<file path="src/rtl/alu_control_unit.sv">
// ALU control decode for the RV32I execute path.
// Turns the main decoder's operation class plus funct3/instr[30] into the
// 4-bit ALU operation code, registered with one clock of latency.
module alu_control_unit (
  input  logic       clk,
  input  logic       rst,
  input  logic [1:0] ALU_op,
  input  logic [2:0] funct3,
  input  logic       bit30,
  output logic [3:0] ALUControl
);

  localparam logic [3:0] ALU_AND  = 4'b0000;
  localparam logic [3:0] ALU_OR   = 4'b0001;
  localparam logic [3:0] ALU_ADD  = 4'b0010;
  localparam logic [3:0] ALU_XOR  = 4'b0011;
  localparam logic [3:0] ALU_SLL  = 4'b0100;
  localparam logic [3:0] ALU_SRL  = 4'b0101;
  localparam logic [3:0] ALU_SUB  = 4'b0110;
  localparam logic [3:0] ALU_SRA  = 4'b0111;
  localparam logic [3:0] ALU_SLT  = 4'b1000;
  localparam logic [3:0] ALU_SLTU = 4'b1001;

  localparam logic [1:0] OP_MEM    = 2'b00;
  localparam logic [1:0] OP_BRANCH = 2'b01;
  localparam logic [1:0] OP_RTYPE  = 2'b10;

  logic [3:0] alu_ctrl_next;

  // Decode class/funct3/bit30 into the next ALU operation code.
  always_comb begin
    alu_ctrl_next = ALU_ADD;
    case (ALU_op)
      OP_MEM:    alu_ctrl_next = ALU_ADD;
      OP_BRANCH: alu_ctrl_next = ALU_SUB;
      default: begin
        // R-type and I-type share the funct3 table; only R-type honours
        // bit30 on funct3 000 since there is no SUBI. Shifts use bit30 in both.
        case (funct3)
          3'b000: alu_ctrl_next = (ALU_op == OP_RTYPE && bit30) ? ALU_SUB : ALU_ADD;
          3'b001: alu_ctrl_next = ALU_SLL;
          3'b010: alu_ctrl_next = ALU_SLT;
          3'b011: alu_ctrl_next = ALU_SLTU;
          3'b100: alu_ctrl_next = ALU_XOR;
          3'b101: alu_ctrl_next = bit30 ? ALU_SRA : ALU_SRL;
          3'b110: alu_ctrl_next = ALU_OR;
          default: alu_ctrl_next = ALU_AND;
        endcase
      end
    endcase
  end

  // Output register: loads every cycle, reset forces ADD immediately.
  always_ff @(posedge clk or posedge rst) begin
    if (rst) begin
      ALUControl <= ALU_ADD;
    end else begin
      ALUControl <= alu_ctrl_next;
    end
  end

endmodule

</file>
<file path="config.mk">
export PLATFORM = sky130hd
export DESIGN_NAME = alu_control_unit
export DESIGN_NICKNAME = d
export VERILOG_FILES = /design/src/rtl/alu_control_unit.sv
export SDC_FILE = /design/constraint.sdc
export NUM_CORES = 1
export LEC_CHECK = 0
export CORE_AREA = 2 2 39 41
export DETAILED_ROUTE_END_ITERATION = 6
export DIE_AREA = 0 0 41 43
export GPL_ROUTABILITY_DRIVEN = 0
export HOLD_SLACK_MARGIN = 0.05
export PLACE_DENSITY = 0.34
export SETUP_SLACK_MARGIN = 0.1
export SLEW_MARGIN = 20
export SYNTH_ARGS = -nofsm -noshare
export SYNTH_HDL_FRONTEND = slang
export SYNTH_SLANG_ARGS = --single-unit
</file>
<file path="constraint.sdc">
create_clock -name clk -period 0.8 [get_ports clk]
set_input_delay 0.08 -clock clk [delete_from_list [all_inputs] [get_ports clk]]
set_output_delay 0.08 -clock clk [all_outputs]
set_load 0.01 [all_outputs]
</file>
==> flow_summary.toml <==
[outcome]
status = "finished, violations left"
violations = "setup timing"

[clocking]
htree_levels = 1
cts-root-buf = "clkbuf_4"
cts.clk_slew.worst_paths_ps = 40
numCtsBuffers = 3
cts_tree = "done"
clock-sinks = 4
clock_tree.buffer_depth = 2
cts_setup_buffers = 0

[timing]
setup_slack_ps = -115
worst_pin_slew_ps = 158
finalCritPeriodShare_pct = 114
setup_viol = 1
slew_headroom_pct = 89.4
max_freq_mhz = 1090
timing.final.crit_period_ps = 915
hold_ws_ps = 31.0
rsz0062_at_grt = "true"
hold_violations = 0
drv_slew = 0

[finish]
final_cell_mix = "5 x dlygate4sd2_1, 3 x dfrtp_1, 3 x clkbuf_4, 3 x buf_2"
area_growth_syn_to_layout_pct = 81.0
final_common_cell = "dlygate4sd2_1"
nets = 41
reg_top3 = "ALUControl (4)"
instances_no_fill = 48
regMostFlops = "ALUControl"
drive_gt1_share_pct = 37.5
largest_register_ffs = 4
stdcell_area_um2 = 322
num_antenna_cells = 0

[placement]
pre_cts_ws_ps = -292
place_inst = 44
dpl_cell_area_um2 = 315
numPortBuffers = 11

[routing]
vias_per_cell = 3.40
drcViolationCount = 0
detail_route.first_pass.iterations = 2
initialDrtViolationCount = 2
detail-route-antenna-nets = 0
via_count = 163
finalWirelength_um = 334
routedWlPerCell_um = 6.96

[synth]
syn_inst = 16
ys_seq_area_share_pct = 57.0
synth_fp_nets = 24
synth.distinct_cells = 13
synth_area_per_cell_um2 = 11.1
ys_ff_latch = 4
synth_area_um2 = 178
yosys_warnings = 0

[setup_path]
cp_top_family = "flip-flops"
end_kind = "output port"
cp_slowest_stage_delay_ps = 520
cp_cell_sequence = "buf_6"
startpoint_type = "register"
cp_data_required_time_ps = 720
path_class = "reg -> out"
critPathSlowestCell = "dfstp_2"
path_max_fanout = 1
arrival_ps = 840
cp_num_buf_inv = 1

[power]
vdd_drop_max_mv = 0.458
leakage_nw = 0.161
p_per_area_nw_per_um2 = 1810

[die]
core_um2 = 1380
die_x_um = 41
rows = 14
die_height_um = 43
initial_core_util_pct = 12.8
pin_count = 12
die_area_um2 = 1760

[global_routing]
antenna_found_initial = 0
gr-total-overflow = 0
grt_use_total_pct = 4.73
grt_pass1_wl_um = 496
grt_pass1_vias = 144
grt_max_degree = 5

[job]
cap_violations = 0

[worst_hold_path]
min-delay-path-class = "in -> async"
==> power by group <==
part / total [mW] / internal [mW] / switching (mW)
logic: 0.0904 / 0.0518 / 0.0385
registers: 0.222 / 0.219 / 0.00310
clock network: 0.270 / 0.187 / 0.0827
==> synthesized netlist by cell type <==
| cell type | number | area, um^2 |
|---|---|---|
| nand2_1 | 1 | 3.75 |
| dfrtp_1 | 3 | 75.1 |
| xnor2_1 | 1 | 8.76 |
| nor2_1 | 1 | 3.75 |
| nand2_2 | 1 | 6.26 |
| o21ai_0 | 1 | 5.00 |
| o31ai_2 | 1 | 12.5 |
| and3b_2 | 1 | 10.0 |
| dfstp_2 | 1 | 26.3 |
| inv_1 | 2 | 7.51 |
| and2_1 | 1 | 6.26 |
| a21oi_1 | 1 | 5.00 |
| a21boi_0 | 1 | 7.51 |
==> per-layer routing <==
layer | track usage, % | up-vias | routed length, um
met5 | 0 | - | 0
met4 | 8.00 | 0 | 0
met3 | 1.57 | 0 | 64
met2 | 5.00 | 12 | 138
met1 | 5.18 | 68 | 131
li1 | - | 83 | -
==> final cells by class <==
| cell class | instances | area [um^2] |
|---|---|---|
| multi-input combinational | 10 | 68.8 |
| timing repair buffer | 12 | 97.6 |
| fill | 155 | 1060 |
| sequential | 4 | 101 |
| inverter | 2 | 7.51 |
| clock buffer | 4 | 26.3 |
| tap | 16 | 20.0 |
==> worst max-delay path by stage <==
stage                  startpoint             to  cells past startpoint
finish              ALUControl[1]  ALUControl[1]                      1
global route        ALUControl[1]  ALUControl[1]                      1
CTS                 ALUControl[1]  ALUControl[1]                      1
detailed placement  ALUControl[1]  ALUControl[1]                      1
global placement    ALUControl[1]  ALUControl[1]                      1
floorplan           ALUControl[1]  ALUControl[1]                      0
==> metrics by stage <==
stage                     TNS [ps]  utilization, %  power [mW]
after floorplan                  0               -       0.259
after global placement       -1410            22.8       0.334
after detailed placement     -1420            22.8       0.334
after CTS                     -148            23.2       0.603
after global routing          -192            23.2       0.629
final                         -115            23.2       0.582
==> what timing repair did <==
action,CTS,global route
resized for setup,22,0
endpoints found under the setup margin,8,4
endpoints found under the hold margin,3,2
pin swaps,1,0
==> kinds of logic after synthesis <==
group	Yosys count	share of synthesized area [%]
xor gates and xnor gates	1	4.93
buffers and inverters	2	4.23
AOI/OAI and AO/OA	4	16.9
and+or+nand+nor	5	16.9
DFF	4	57.0
No activity file was read; power rests on OpenSTA's default activity.
